==> config.mk <==
export PLATFORM = sky130hd
export DESIGN_NAME = mm2s_unpack
export DESIGN_NICKNAME = d
export VERILOG_FILES = /design/src/rtl/mm2s_unpack.sv
export SDC_FILE = /design/constraint.sdc
export NUM_CORES = 1
export LEC_CHECK = 0
export BUFFER_PORTS_ARGS = -buffer_cell sky130_fd_sc_hd__buf_2
export CAP_MARGIN = 20
export CORE_MARGIN = 2
export CORE_UTILIZATION = 34
export DETAILED_ROUTE_END_ITERATION = 7
export SYNTH_ARGS = -nofsm -noshare
export SYNTH_HDL_FRONTEND = slang
export SYNTH_SLANG_ARGS = --single-unit
==> constraint.sdc <==
create_clock -name f2s_aclk -period 6.21 [get_ports f2s_aclk]
set_input_delay 0.3105 -clock f2s_aclk [delete_from_list [all_inputs] [get_ports f2s_aclk]]
set_output_delay 0.3105 -clock f2s_aclk [all_outputs]
set_load 0.05 [all_outputs]
==> src/rtl/mm2s_unpack.sv <==
// Unpacks FWFT FIFO words of C_PACK flagged pixels into an AXI4-Stream video stream
// of C_PPC pixels per beat, generating tuser/tlast from line/row counters.
module mm2s_unpack #(
  parameter int unsigned C_PIXEL_WIDTH = 8,
  parameter int unsigned C_PACK        = 4,
  parameter int unsigned C_PPC         = 1,
  parameter int unsigned C_IMG_WBITS   = 12,
  parameter int unsigned C_IMG_HBITS   = 12
) (
  input  logic                                  f2s_aclk,
  input  logic                                  f2s_reset,
  input  logic [C_IMG_WBITS-1:0]                img_width,
  input  logic [C_IMG_HBITS-1:0]                img_height,
  input  logic                                  fifo_empty,
  input  logic [C_PACK*(C_PIXEL_WIDTH+2)-1:0]   fifo_rd_data,
  output logic                                  fifo_rd_en,
  output logic                                  m_axis_tvalid,
  output logic [C_PPC*C_PIXEL_WIDTH-1:0]        m_axis_tdata,
  output logic                                  m_axis_tuser,
  output logic                                  m_axis_tlast,
  input  logic                                  m_axis_tready,
  output logic                                  frame_done,
  output logic                                  err_sof,
  output logic                                  err_eol,
  input  logic                                  err_clr
);

  localparam int unsigned LaneW    = C_PIXEL_WIDTH + 2;
  localparam int unsigned NumBeats = C_PACK / C_PPC;
  localparam int unsigned BeatW    = (NumBeats > 1) ? $clog2(NumBeats) : 1;
  localparam int unsigned LaneIdxW = (C_PACK > 1) ? $clog2(C_PACK) : 1;

  logic [BeatW-1:0]       beat_q;
  logic [C_IMG_WBITS-1:0] col_q, w_q;
  logic [C_IMG_HBITS-1:0] row_q, h_q;
  logic                   eof_q;

  logic [LaneW-1:0]               lanes [C_PACK];
  logic [C_PPC*C_PIXEL_WIDTH-1:0] pix;
  logic [LaneIdxW-1:0]            lane_idx;
  logic                           beat_sof, beat_eol;
  logic                           at_start, resync, new_frame, geo_ok, load;
  logic                           last_col, last_row, last_beat;
  logic [C_IMG_WBITS-1:0]         eff_w, eff_col, line_beats;
  logic [C_IMG_HBITS-1:0]         eff_h, eff_row;
  logic                           set_sof, set_eol;

  always_comb begin
    for (int k = 0; k < C_PACK; k++) begin
      lanes[k] = fifo_rd_data[k*LaneW +: LaneW];
    end
  end

  always_comb begin
    pix      = '0;
    beat_eol = 1'b0;
    lane_idx = '0;
    for (int i = 0; i < C_PPC; i++) begin
      lane_idx = LaneIdxW'(32'(beat_q) * C_PPC + i);
      pix[i*C_PIXEL_WIDTH +: C_PIXEL_WIDTH] = lanes[lane_idx][C_PIXEL_WIDTH-1:0];
      beat_eol = beat_eol | lanes[lane_idx][C_PIXEL_WIDTH+1];
    end
    beat_sof = lanes[LaneIdxW'(32'(beat_q) * C_PPC)][C_PIXEL_WIDTH];
  end

  // A stray sof restarts the frame at (0,0); geometry is re-latched from the ports then too.
  always_comb begin
    at_start   = (col_q == '0) && (row_q == '0);
    resync     = beat_sof && !at_start;
    new_frame  = at_start || resync;
    geo_ok     = (img_width >= C_IMG_WBITS'(C_PPC)) && (img_height != '0);
    eff_w      = new_frame ? img_width : w_q;
    eff_h      = new_frame ? img_height : h_q;
    eff_col    = resync ? '0 : col_q;
    eff_row    = resync ? '0 : row_q;
    line_beats = eff_w / C_IMG_WBITS'(C_PPC);
    last_col   = eff_col == (line_beats - C_IMG_WBITS'(1));
    last_row   = eff_row == (eff_h - C_IMG_HBITS'(1));
    last_beat  = beat_q == BeatW'(NumBeats - 1);
    load       = !f2s_reset && !fifo_empty && (!m_axis_tvalid || m_axis_tready) &&
                 (!new_frame || geo_ok);
    fifo_rd_en = load && (last_beat || last_col);
    set_sof    = load && (resync || (at_start && !beat_sof));
    set_eol    = load && (beat_eol != last_col);
  end

  always_ff @(posedge f2s_aclk) begin
    if (f2s_reset) begin
      beat_q        <= '0;
      col_q         <= '0;
      row_q         <= '0;
      w_q           <= '0;
      h_q           <= '0;
      eof_q         <= 1'b0;
      m_axis_tvalid <= 1'b0;
      m_axis_tdata  <= '0;
      m_axis_tuser  <= 1'b0;
      m_axis_tlast  <= 1'b0;
      frame_done    <= 1'b0;
      err_sof       <= 1'b0;
      err_eol       <= 1'b0;
    end else begin
      if (load) begin
        m_axis_tvalid <= 1'b1;
        m_axis_tdata  <= pix;
        m_axis_tuser  <= (eff_col == '0) && (eff_row == '0);
        m_axis_tlast  <= last_col;
        eof_q         <= last_col && last_row;
        beat_q        <= fifo_rd_en ? '0 : beat_q + BeatW'(1);
        if (last_col) begin
          col_q <= '0;
          row_q <= last_row ? '0 : eff_row + C_IMG_HBITS'(1);
        end else begin
          col_q <= eff_col + C_IMG_WBITS'(1);
          row_q <= eff_row;
        end
        if (new_frame) begin
          w_q <= img_width;
          h_q <= img_height;
        end
      end else if (m_axis_tready) begin
        m_axis_tvalid <= 1'b0;
      end
      frame_done <= m_axis_tvalid && m_axis_tready && eof_q;
      err_sof    <= set_sof || (err_sof && !err_clr);
      err_eol    <= set_eol || (err_eol && !err_clr);
    end
  end

endmodule

* After elaboration in Yosys (flattened, before gate mapping)
Cells that the tools add are included.
Widths: inputs -> output; s select.
** Cells by class
- $add $sub $neg :: 5
- Bitwise operators :: 1
- Reductions and logical operators :: 36
- Multiplexer cells :: 13
- Order comparisons :: 2
- Equality and inequality tests :: 4
** Operator list (count)
- $mux 12 :: 7
- $logic_not 12->1 :: 4
- $add 12x1->12 const B :: 2
- $eq 12x12->1 :: 2
- $sub 12x1->12 const B :: 2
- $bmux 10 s2 :: 1
- $mux 10 :: 2
- $logic_and 1x1->1 :: 16
- $ge 12x1->1 const B :: 1
- $reduce_bool 12->1 :: 1
- $logic_not 1->1 :: 7
- $logic_or 1x1->1 :: 7
- $ge 3x3->1 const B :: 1
- $not 2->3 :: 1
- $add 2x1->2 const B :: 1
- $eq 2x2->1 const B :: 1
- $mux 1 :: 2
- $mux 2 :: 1
- $reduce_bool 2->1 :: 1
- $ne 1x1->1 :: 1
** Word-level totals
- Output and inout bits :: 15
- Logic and storage cells :: 74
- Input port bits :: 69
- Bits in registers :: 65

* Longest topological paths before layout
Gate-level depths: netlist of run 1.
- Depth in word-level cells :: 12
- Mapped depth :: 22
- Mapped depth without buffers :: 15

* Worst setup path before layout of run 1
Ideal clock, no wire load.
- Path type :: reg2out
- Start :: register beat_q[0]
- End :: output port fifo_rd_en
- Path buffers :: 2
- Stages on the path, launching flop included :: 15
- Setup slack :: 1253 ps
- Arrival time :: 4647 ps
- Required time :: 5899 ps
- Cell sequence :: dfxtp_1 > mux4_2 > inv_2 > buf_1 > ha_1 > buf_4 > mux2i_1 > ha_1 > o21ai_1 > xnor2_1 > xnor2_1 > o32a_1 > or4_1 > nand3b_1 > a21oi_1
** Between the ends
- Cells in the longest elaborated chain, start to end :: 11
- Elaborated cells on any way between the ends :: 16
- Those cells by class :: add/sub (1); eq/ne (2); mux (5); bitwise (1); reduce/logical (7)
** Ends and longest elaborated chain
- start, declared :: line 33 : logic [BeatW-1:0] beat_q;
- start signal, assigned :: line 109 : beat_q <= fifo_rd_en ? '0 : beat_q + BeatW'(1);
- $not 2->3 (not written as such) :: line 63 : beat_sof = lanes[LaneIdxW'(32'(beat_q) * C_PPC)][C_PIXEL_WIDTH];
- $bmux 10 s2 :: line 63
- $mux 10 (not written as such) (2 in a row) :: line 63
- $logic_and 1x1->1 :: line 69 : resync = beat_sof && !at_start;
- $logic_or 1x1->1 :: line 70 : new_frame = at_start || resync;
- $mux 12
- $sub 12x1->12 :: line 77 : last_col = eff_col == (line_beats - C_IMG_WBITS'(1));
- $eq 12x12->1 :: line 77
- $logic_or 1x1->1 :: line 82 : fifo_rd_en = load && (last_beat || last_col);
- $logic_and 1x1->1 * :: line 82
- end, declared :: line 16 : output logic fifo_rd_en,
Every way passes the cells marked *; elsewhere a longest branch is shown, timed or not. The select of a mux whose other input is x is not followed.

* Worst setup path after layout of run 1
- Start :: register beat_q[0]
- End :: register row_q[6]
** Between the ends
- Cells in the longest elaborated chain, start to end :: 11
- Elaborated cells on any way between the ends :: 20
- Those cells by class :: add/sub (3); eq/ne (2); mux (9); bitwise (1); reduce/logical (5)
** Ends and longest elaborated chain
- $not 2->3 (not written as such) * :: line 63
- $bmux 10 s2 * :: line 63
- $mux 10 (not written as such) * (2 in a row) :: line 63
- $logic_and 1x1->1 * :: line 69
- $logic_or 1x1->1 :: line 70
- $mux 12
- $sub 12x1->12 :: line 78 : last_row = eff_row == (eff_h - C_IMG_HBITS'(1));
- $eq 12x12->1 :: line 78
- $mux 12 :: line 112 : row_q <= last_row ? '0 : eff_row + C_IMG_HBITS'(1);
- $mux 12 :: line 110 : if (last_col) begin
- end signal, assigned :: line 112
- end signal, assigned :: line 115 : row_q <= eff_row;
- end, declared :: line 35 : logic [C_IMG_HBITS-1:0] row_q, h_q;
Marked as above.
A chain may end at the register's enable or synchronous reset.

==> implementation parameters, run 1 <==
Parameter                              Value

Run status
  Outcome    finished clean

Floorplanning
  Die W    around 130 µm
  Effective utilization at floorplan    0.343
  I/O pin count    84
  Num rows    45
  Die Y    between 100 and 150 µm
  Area of the die    about 16000 µm²
  Area inside the core boundary    roughly 15000 µm²

Power and ir drop
  Worst IR Drop VDD    between 0.1 and 0.15 mV
  Power density of the placed cells    roughly 220 nW/µm²
  Static leakage    roughly 2.3 nW
  Overall Power    roughly 1.3 mW

Critical path
  Crit path launch type    flip-flop
  CP Capture Type    flip-flop
  CP required    between 6 and 7 ns
  Most common cell on crit path    sky130_fd_sc_hd__buf_4
  Crit Path Max Fanout    19
  Sequence of cells on the critical path    buf_4 > mux4_2 > inv_2 > o21ai_2 > buf_4 > mux2i_1 > ha_1 > or4b_1 > or4_1 > nor3_1 > o311a_1 > o21ai_1 > a21oi_1 > and4_1 > nand3_1 > a31o_1 > mux2_2
  Max stage delay on crit path    around 0.64 ns
  Setup Crit Path Kind    reg -> reg
  Slowest stage cell on the critical path    sky130_fd_sc_hd__or4b_1
  Critical path arrival    about 5.6 ns

Clocking
  Hold-fix buffers, CTS    0
  Clk pin slew, worst setup/hold paths    ~0.06 ns
  Count of H-tree levels built during CTS    3
  Clock tree from TritonCTS    built
  Number of buffers created by CTS    9
  Worst skew pair latency    around 0.34 ns
  Cell at the root of the clock tree    sky130_fd_sc_hd__clkbuf_16
  Buffer depth of the longest clock path    2
  Number of cells upsized or downsized after cts    0
  Post-CTS Setup Inserts    0
  Number of clock sinks    65

STA
  Post-Route Setup TNS    0 ns
  Number of endpoints failing setup at the final stage    0
  Final Worst Setup Slack    approximately 0.9 ns
  Number of endpoints with negative hold slack in the final report    0
  Tcrit/Tclk final    0.857
  Max Freq    0.188 GHz
  Worst-Margin Slew    around 0.84 ns
  Clock skew after layout    0.00459 ns
  Max-slew violations    0
  Relative slew margins    0.437
  Tmin final    between 5 and 6 ns
  RSZ-0062 raised after global routing    false

Final layout
  Syn-to-layout area delta    18.0%
  Fraction of final layout cells with drive strength greater than 1    0.185
  Total number of nets in the final design    828
  Fillers    1589
  # diodes    0

Synthesis
  Count of distinct cell types in the synthesized netlist    71
  Number of synthesis warnings    0
  Synth Net Count    roughly 760
  Flops & latches, synth    between 60 and 70
  Netlist Area Pre-Place    5150 µm²
  Leading post-synthesis cells by cell area    sky130_fd_sc_hd__dfxtp_1 (25%), sky130_fd_sc_hd__nand2_1 (6.7%), sky130_fd_sc_hd__a21oi_1 (5.4%)
  Post-synthesis area per instance    about 7.5 µm²
  Part of the Yosys area used for sequential elements    0.252
  Area share of the leading cell type in the synthesized netlist    0.252
  Synth Flop Type    sky130_fd_sc_hd__dfxtp_1
  Async set or reset register ratio after synthesis    0
  Post-synthesis instance total    a little under 700
  Number of enable-type register cells in the synthesized netlist    0
  Largest area contributor in the synthesized netlist    sky130_fd_sc_hd__dfxtp_1

Placed design
  Count of buffers inserted at the top-level ports    slightly above 80
  Worst Setup Slack post-DPL    just under 1 ns
  Global placement routability congestion    roughly 0.89
  Placed wire-length estimate after detailed placement    11.8 mm

Detailed routing
  Average vias per placed instance    5.89
  DRC violation total after the first TritonRoute iteration    578
  Via count    between 5000 and 6000
  Post-DRT Antenna Nets    0
  Routed wire length    16.5 mm
  Number of detailed-routing iterations run before antenna repair    5
  Post-route DRC    0
  Routed length per instance    approximately 17 µm

Min path
  Path type of the worst min-delay path    in -> reg

Global routing
  Antenna violations before repair    0
  First-pass GRT wire length    between 20 and 30 mm
  Vias in the first global route    5150
  Pin count of the biggest net entering global routing    55
  Final global-route overflow total    0
  GRT Overall Usage    0.206

Flow run
  Max-capacitance violation count    0
## placed cells by master (no fill, tap or decap), drive strengths merged, types with 7 or more instances in the layout
cell	synthesis	layout
buf	14	101
nand2	92	92
dfxtp	65	65
a21oi	57	57
nor2	53	53
o21ai	48	48
nor3	23	23
mux2i	21	21
nand3	21	21
xnor2	17	17
nor3b	17	17
inv	16	16
and2	13	13
o22ai	13	13
nand4	12	12
and3	11	11
nor4	11	11
clkbuf	33	11
mux4	10	10
a31oi	9	9
or3	8	8
ha	8	8
nor2b	7	7
and4	7	7
a211oi	7	7
## layer usage
layer  GRT usage  routed length, µm  share of wire
met1       0.296               7780           0.47
met2       0.310               7080           0.43
met3      0.0373               1370          0.083
met4      0.0698                235          0.014
met5           0                  0              0
## worst max-delay path, delay by kind of cell (launching register included)
family	cells	cell delay, ns
and+or+nand+nor	5	1.89
muxes	3	1.03
adders and majority gates	1	0.32
AOI/OAI and AO/OA	5	0.91
buffers and inverters	3	0.75
DFF	1	0.31
## sequential cells by signal (all words and copies together) (netlist names), 2 cells and up
register,count
col_q,12
m_axis_tdata,8
w_q,12
beat_q,2
h_q,12
row_q,12
## report_power, final
part           internal [mW]  leakage [nW]  switching, mW
combinational          0.110          1.60          0.170
clock                  0.403         0.166          0.202
sequential             0.432         0.528         0.0141
total                  0.944          2.29          0.386
## worst paths after layout
check | cells after the start | endpoint | slack (ns) | startpoint
hold / removal | 3 | w_q[11] | 0.24 | img_width[11]
hold reg to reg | 2 | m_axis_tdata[4] | 0.45 | m_axis_tdata[4]
setup / recovery | 17 | row_q[6] | 0.89 | beat_q[0]
setup reg to reg | 17 | row_q[6] | 0.89 | beat_q[0]
## logic make-up after synthesis
kind of cell,after synthesis,synth area share
compound gates,189,0.234
buf+inv,63,0.0524
mux,36,0.0954
flops,65,0.252
xor+xnor,24,0.0434
fa+ha+maj,8,0.0194
simple gates,301,0.303
## layout make-up
class	instances	area [µm²]	area share
clock buffer	11	243	0.0399
clock inverter	5	103	0.0169
inverter	16	60.1	0.00987
multi-input combinational	558	3590	0.590
sequential	65	1300	0.214
tap	188	235	0.0387
timing repair buffer	101	551	0.0905
## cells in the mapped netlist, types with 7 or more instances
| library cell | n |
|---|---|
| sky130_fd_sc_hd__nand3_1 | 21 |
| sky130_fd_sc_hd__and3_1 | 11 |
| sky130_fd_sc_hd__nand2_1 | 92 |
| sky130_fd_sc_hd__inv_1 | 15 |
| sky130_fd_sc_hd__nor3_1 | 22 |
| sky130_fd_sc_hd__dfxtp_1 | 65 |
| sky130_fd_sc_hd__a31oi_1 | 9 |
| sky130_fd_sc_hd__o22ai_1 | 13 |
| sky130_fd_sc_hd__clkbuf_1 | 33 |
| sky130_fd_sc_hd__mux2i_1 | 21 |
| sky130_fd_sc_hd__and4_1 | 7 |
| sky130_fd_sc_hd__nor3b_1 | 17 |
| sky130_fd_sc_hd__nor2_1 | 52 |
| sky130_fd_sc_hd__ha_1 | 8 |
| sky130_fd_sc_hd__nor4_1 | 11 |
| sky130_fd_sc_hd__or3_1 | 8 |
| sky130_fd_sc_hd__nand4_1 | 12 |
| sky130_fd_sc_hd__mux4_2 | 10 |
| sky130_fd_sc_hd__a21oi_1 | 56 |
| sky130_fd_sc_hd__and2_1 | 13 |
| sky130_fd_sc_hd__buf_2 | 9 |
| sky130_fd_sc_hd__a211oi_1 | 7 |
| sky130_fd_sc_hd__o21ai_0 | 41 |
| sky130_fd_sc_hd__nor2b_1 | 7 |
| sky130_fd_sc_hd__xnor2_1 | 17 |
## metrics by stage
| step | std cells | instance area (µm²) | utilization | hold slack [ns] |
|---|---|---|---|---|
| finish | 944 | 6080 | 0.405 | 0.241 |
| global route | 944 | 6080 | 0.405 | 0.256 |
| CTS | 944 | 6080 | 0.405 | 0.229 |
| detailed placement | 928 | 5740 | 0.382 | 0.446 |
| global placement | 928 | 5740 | 0.382 | 0.439 |
| floorplan | 686 | 5150 | - | 0.428 |
Power figures use the tool's default switching activity.
==> run 2: changes to the inputs <==
==> constraint.sdc (replaced) <==
create_clock -name f2s_aclk -period 5.2 [get_ports f2s_aclk]
set_input_delay 0.26 -clock f2s_aclk [delete_from_list [all_inputs] [get_ports f2s_aclk]]
set_output_delay 0.26 -clock f2s_aclk [all_outputs]
set_load 0.05 [all_outputs]
==> implementation parameters, run 2 (synthesis gave the netlist of run 1 again) <==
Parameter                              Value

Floorplanning
  Num rows    45
  Area inside the core boundary    approximately 15000 µm²
  Effective utilization at floorplan    0.343
  Die W    roughly 130 µm
  I/O pin count    84
  Area of the die    roughly 16000 µm²
  Die Y    approximately 130 µm

Clocking
  Worst skew pair latency    0.35 ns
  Number of buffers created by CTS    9
  Hold-fix buffers, CTS    0
  Post-CTS Setup Inserts    0
  Number of clock sinks    65
  Clk pin slew, worst setup/hold paths    roughly 0.060 ns
  Count of H-tree levels built during CTS    3
  Buffer depth of the longest clock path    2
  Number of cells upsized or downsized after cts    0
  Cell at the root of the clock tree    sky130_fd_sc_hd__clkbuf_16
  Clock tree from TritonCTS    built

STA
  Tcrit/Tclk final    0.948
  Max-slew violations    0
  Tmin final    4.93 ns
  Final Worst Setup Slack    around 0.27 ns
  Clock skew after layout    between 0.009 and 0.01 ns
  Number of endpoints failing setup at the final stage    0
  Post-Route Setup TNS    0 ns
  RSZ-0062 raised after global routing    false
  Relative slew margins    0.434
  Worst-Margin Slew    about 0.85 ns
  Number of endpoints with negative hold slack in the final report    0
  Max Freq    ~0.2 GHz

Detailed routing
  Routed length per instance    approximately 18 µm
  DRC violation total after the first TritonRoute iteration    566
  Number of detailed-routing iterations run before antenna repair    5
  Post-route DRC    0
  Via count    roughly 5600
  Routed wire length    17.0 mm
  Post-DRT Antenna Nets    0
  Average vias per placed instance    slightly below 6

Placed design
  Worst Setup Slack post-DPL    0.362 ns
  Placed wire-length estimate after detailed placement    approximately 12 mm
  Global placement routability congestion    between 0.9 and 1
  Count of buffers inserted at the top-level ports    83

Power and ir drop
  Clock share of power    0.426
  Worst IR Drop VDD    0.168 mV
  Comb pwr share    0.226
  Int Pwr    roughly 1.1 mW
  Power spent charging and discharging nets    around 0.48 mW
  Power density of the placed cells    about 240 nW/µm²
  Overall Power    about 1.5 mW
  Static leakage    between 2 and 2.5 nW
  Fraction of power spent switching nets    0.312
  Proportion of power drawn by flip-flops and latches    0.348

Final layout
  Top library cells by usage in the layout, fill and taps aside    sky130_fd_sc_hd__nand2_1 (92), sky130_fd_sc_hd__buf_2 (83), sky130_fd_sc_hd__dfxtp_1 (65)
  Fraction of final layout cells with drive strength greater than 1    0.214
  Total number of nets in the final design    between 800 and 900
  Fillers    roughly 1600
  Syn-to-layout area delta    20.9%
  Leading cell type in the layout, fill and taps excluded    sky130_fd_sc_hd__nand2_1
  # diodes    0
  End-of-flow core utilization    0.415

Critical path
  Crit Path Max Fanout    7
  Critical path arrival    around 4.7 ns
  Setup Crit Path Kind    reg -> out
  Setup slack on the worst flop-to-flop path    a little over 0.3 ns
  CP required    between 4 and 5 ns
  Reg2reg start    row_q[0]
  Critical Path Source    row_q[0]
  Crit path launch type    flip-flop
  CP Capture Type    output port

Global routing
  First-pass GRT wire length    27.7 mm
  Met2 Use GR    0.327
  GRT Overall Usage    0.213
  Antenna violations before repair    0
  Layer with the highest usage after global routing    met2
  Pin count of the biggest net entering global routing    55
  Vias in the first global route    roughly 5300
  Met3 global-route usage    0.0586
  Met1 Use GR    0.289
  Final global-route overflow total    0

Min path
  Path type of the worst min-delay path    in -> reg
  Hold Path Origin    img_height[11]

Flow run
  Max-capacitance violation count    0

Run status
  Outcome    finished clean
==> run 2: cell types whose count changed in the layout (fill, tap and decap cells not counted), sizes merged <==
cell    previous run  this run
buf              101       121
bufinv             3         1
clkinv             1         3
==> run 2: cell type report <==
| type | instances | area (µm²) | share of cell area |
|---|---|---|---|
| multi-input combinational | 558 | 3620 | 0.581 |
| sequential | 65 | 1300 | 0.209 |
| timing repair buffer | 121 | 701 | 0.112 |
| clock buffer | 11 | 253 | 0.0406 |
| tap | 188 | 235 | 0.0377 |
| clock inverter | 5 | 63.8 | 0.0102 |
| inverter | 16 | 60.1 | 0.00964 |
==> run 2: power by group through the flow <==
stage / logic (mW) / clock network, mW / registers (mW)
final: 0.345 / 0.651 / 0.532
after global routing: 0.377 / 0.689 / 0.534
after CTS: 0.340 / 0.663 / 0.531
after detailed placement: 0.339 / 0 / 0.542
after global placement: 0.338 / 0 / 0.542
after floorplan: 0.215 / 0 / 0.557
==> run 2: routing by layer <==
metal  wire length [µm]  share of wire
met5                  0              0
met1               7840           0.46
met3               1380          0.081
met2               7490           0.44
met4                324          0.019
==> run 2: critical path: stages, from the launching register on <==
cell and delay (ns):
sky130_fd_sc_hd__dfxtp_1 0.31, sky130_fd_sc_hd__or4_1 0.56, sky130_fd_sc_hd__nor2_2 0.16, sky130_fd_sc_hd__nand2_1 0.08, sky130_fd_sc_hd__ha_1 0.25, sky130_fd_sc_hd__mux2i_2 0.31
sky130_fd_sc_hd__ha_1 0.29, sky130_fd_sc_hd__o21ai_1 0.14, sky130_fd_sc_hd__nor3_2 0.26, sky130_fd_sc_hd__xnor3_1 0.38, sky130_fd_sc_hd__o32ai_2 0.41, sky130_fd_sc_hd__o31a_1 0.19
sky130_fd_sc_hd__and3_1 0.16, sky130_fd_sc_hd__nand3b_1 0.28, sky130_fd_sc_hd__a21oi_1 0.24, sky130_fd_sc_hd__buf_2 0.29
==> run 2: through the flow <==
| step | hold slack (ns) | instance area (µm²) | std cells |
|---|---|---|---|
| 6_report | 0.175 | 6230 | 964 |
| 5_1_grt | 0.197 | 6230 | 964 |
| 4_1_cts | 0.167 | 6200 | 964 |
| 3_5_place_dp | 0.447 | 5890 | 948 |
| 3_3_place_gp | 0.439 | 5890 | 948 |
| 2_1_floorplan | 0.396 | 5150 | 686 |
==> run 2: path summary, 6_finish.rpt <==
path,endpoint,cells past startpoint
setup / recovery,fifo_rd_en,15
hold / removal,h_q[11],3
setup reg to reg,row_q[6],15
hold reg to reg,m_axis_tdata[4],2
==> run 3: changes to the inputs <==
--- a/config.mk
+++ b/config.mk
@@ -10,6 +10,7 @@
 export CORE_MARGIN = 2
 export CORE_UTILIZATION = 34
 export DETAILED_ROUTE_END_ITERATION = 7
+export RECOVER_POWER = 100
 export SYNTH_ARGS = -nofsm -noshare
 export SYNTH_HDL_FRONTEND = slang
 export SYNTH_SLANG_ARGS = --single-unit
==> implementation parameters, run 3 (synthesis gave the netlist of run 1 again) <==
Parameter                              Value

Run status
  Outcome    finished clean

Critical path
  CP Capture Type    output port
  Sequence of cells on the critical path    or4_1 > nor2_2 > nand2_1 > ha_1 > mux2i_2 > ha_1 > o21ai_1 > nor3_2 > xnor3_1 > o32ai_2 > o31a_1 > and3_1 > nand3b_1 > a21oi_1 > buf_2
  Crit path launch type    flip-flop
  Dominant delay contributor by cell family on the critical path    simple AND/OR/NAND/NOR gates
  Slowest stage cell on the critical path    sky130_fd_sc_hd__or4_1
  Number of buffer and inverter instances along the worst setup path    1
  Crit Path Max Fanout    7
  Critical path arrival    between 4 and 5 ns
  Most common cell on crit path    sky130_fd_sc_hd__ha_1
  CP required    4.94 ns
  Setup Crit Path Kind    reg -> out
  Max stage delay on crit path    between 0.5 and 0.6 ns

STA
  Number of endpoints with negative hold slack in the final report    0
  Number of endpoints failing setup at the final stage    0
  Max-slew violations    0
  Tcrit/Tclk final    0.947
  Final Worst Setup Slack    around 0.28 ns
  Relative slew margins    0.287
  RSZ-0062 raised after global routing    false
  Post-Route Setup TNS    0 ns
  Tmin final    4.92 ns
  Clock skew after layout    between 0.009 and 0.01 ns
  Max Freq    about 0.20 GHz
  Worst-Margin Slew    1.07 ns

Placed design
  Count of buffers inserted at the top-level ports    a little over 80
  Placed wire-length estimate after detailed placement    around 12 mm
  Global placement routability congestion    approximately 0.95
  Worst Setup Slack post-DPL    roughly 0.36 ns
  Area after DPL    about 5900 µm²

Power and ir drop
  Int Pwr    between 1 and 1.5 mW
  Clock share of power    0.426
  Static leakage    between 2 and 2.5 nW
  Worst IR Drop VDD    around 0.17 mV
  Power spent charging and discharging nets    around 0.47 mW
  Fraction of power spent switching nets    0.312
  Power density of the placed cells    between 200 and 250 nW/µm²
  Comb pwr share    0.224
  Overall Power    1.52 mW
  Proportion of power drawn by flip-flops and latches    0.349

Final layout
  Leading cell type in the layout, fill and taps excluded    sky130_fd_sc_hd__nand2_1
  Fraction of final layout cells with drive strength greater than 1    0.187
  Top library cells by usage in the layout, fill and taps aside    sky130_fd_sc_hd__nand2_1 (92), sky130_fd_sc_hd__buf_2 (69), sky130_fd_sc_hd__dfxtp_1 (65)
  # diodes    0
  Cell area after layout    between 6000 and 7000 µm²
  Total number of nets in the final design    about 850
  Syn-to-layout area delta    20.1%
  End-of-flow core utilization    0.412

Global routing
  Vias in the first global route    between 5000 and 6000
  Antenna violations before repair    0
  Met3 global-route usage    0.0586
  First-pass GRT wire length    about 28 mm
  Final global-route overflow total    0
  GRT Overall Usage    0.213
  Pin count of the biggest net entering global routing    55
  Met2 Use GR    0.327
  Met1 Use GR    0.289
  Layer with the highest usage after global routing    met2

Detailed routing
  Post-route DRC    0
  Average vias per placed instance    between 5 and 6
  Number of detailed-routing iterations run before antenna repair    5
  Routed length per instance    around 18 µm
  Via count    approximately 5600
  Routed wire length    around 17 mm
  Post-DRT Antenna Nets    0
  DRC violation total after the first TritonRoute iteration    511

Clocking
  Cell at the root of the clock tree    sky130_fd_sc_hd__clkbuf_16
  Number of buffers created by CTS    9
  Clk pin slew, worst setup/hold paths    around 0.06 ns
  Worst skew pair latency    approximately 0.35 ns
  Count of H-tree levels built during CTS    3
  Clock tree from TritonCTS    built
  Buffer depth of the longest clock path    2
  Number of clock sinks    65

Floorplanning
  Effective utilization at floorplan    0.343
  Die Y    between 100 and 150 µm
  Die W    127 µm
  Num rows    45
  I/O pin count    84
  Area of the die    around 16000 µm²
  Area inside the core boundary    between 15000 and 20000 µm²

Flow run
  Max-capacitance violation count    0

Min path
  Path type of the worst min-delay path    in -> reg
run 3: final cells by class:
class	count	area [µm²]
flip-flops and latches	65	1300
inverters	16	60.1
clock buffers	11	253
multi-input cells	558	3610
fillers	1601	8840
clock inverters	5	63.8
repair buffers	121	664
well taps	188	235
run 3: worst paths after layout:
kind                        start              end  slack [ns]  cells past startpoint
setup / recovery         row_q[0]       fifo_rd_en        0.28                     15
hold / removal     img_height[11]          h_q[11]        0.18                      3
setup reg to reg         row_q[0]         row_q[6]        0.28                     15
hold reg to reg   m_axis_tdata[4]  m_axis_tdata[4]        0.46                      2
run 3: power groups by stage:
stage | sequential [mW] | clock, mW | combinational [mW]
floorplan | 0.557 | 0 | 0.215
global placement | 0.542 | 0 | 0.338
detailed placement | 0.542 | 0 | 0.339
CTS | 0.531 | 0.663 | 0.340
global route | 0.534 | 0.689 | 0.374
finish | 0.532 | 0.649 | 0.341
run 3: metal layers:
layer	vias up	part of all wire	wire [µm]
met4	0	0.020	337
li1	2731	-	-
met5	-	0	0
met2	224	0.44	7480
met3	26	0.074	1270
met1	2630	0.47	7920
run 3: timing repair:
| item | 4_1_cts | 5_1_grt |
|---|---|---|
| hold buffers | 0 | 0 |
| gates resized for setup | 0 | 5 |
| buffers inserted | 0 | 0 |
| setup endpoints to repair | 0 | 3 |
run 3: through the flow:
stage / hold slack [ns] / std cells
3_5_place_dp: 0.447 / 948
4_1_cts: 0.167 / 964
6_report: 0.177 / 964
5_1_grt: 0.197 / 964
3_3_place_gp: 0.439 / 948
2_1_floorplan: 0.396 / 686
run 3: worst register-to-register path, cell delays in order, from the launching register on:
cell	delay, ns
sky130_fd_sc_hd__dfxtp_1	0.31
sky130_fd_sc_hd__or4_1	0.56
sky130_fd_sc_hd__or2_1	0.27
sky130_fd_sc_hd__o21ai_2	0.41
sky130_fd_sc_hd__mux2i_1	0.31
sky130_fd_sc_hd__ha_1	0.33
sky130_fd_sc_hd__or4b_1	0.51
sky130_fd_sc_hd__or4_1	0.44
sky130_fd_sc_hd__nor3_1	0.16
sky130_fd_sc_hd__o311a_1	0.19
sky130_fd_sc_hd__o21ai_1	0.07
sky130_fd_sc_hd__a21oi_1	0.14
sky130_fd_sc_hd__and4_1	0.27
sky130_fd_sc_hd__nand3_1	0.30
sky130_fd_sc_hd__a31o_1	0.27
sky130_fd_sc_hd__mux2_2	0.25
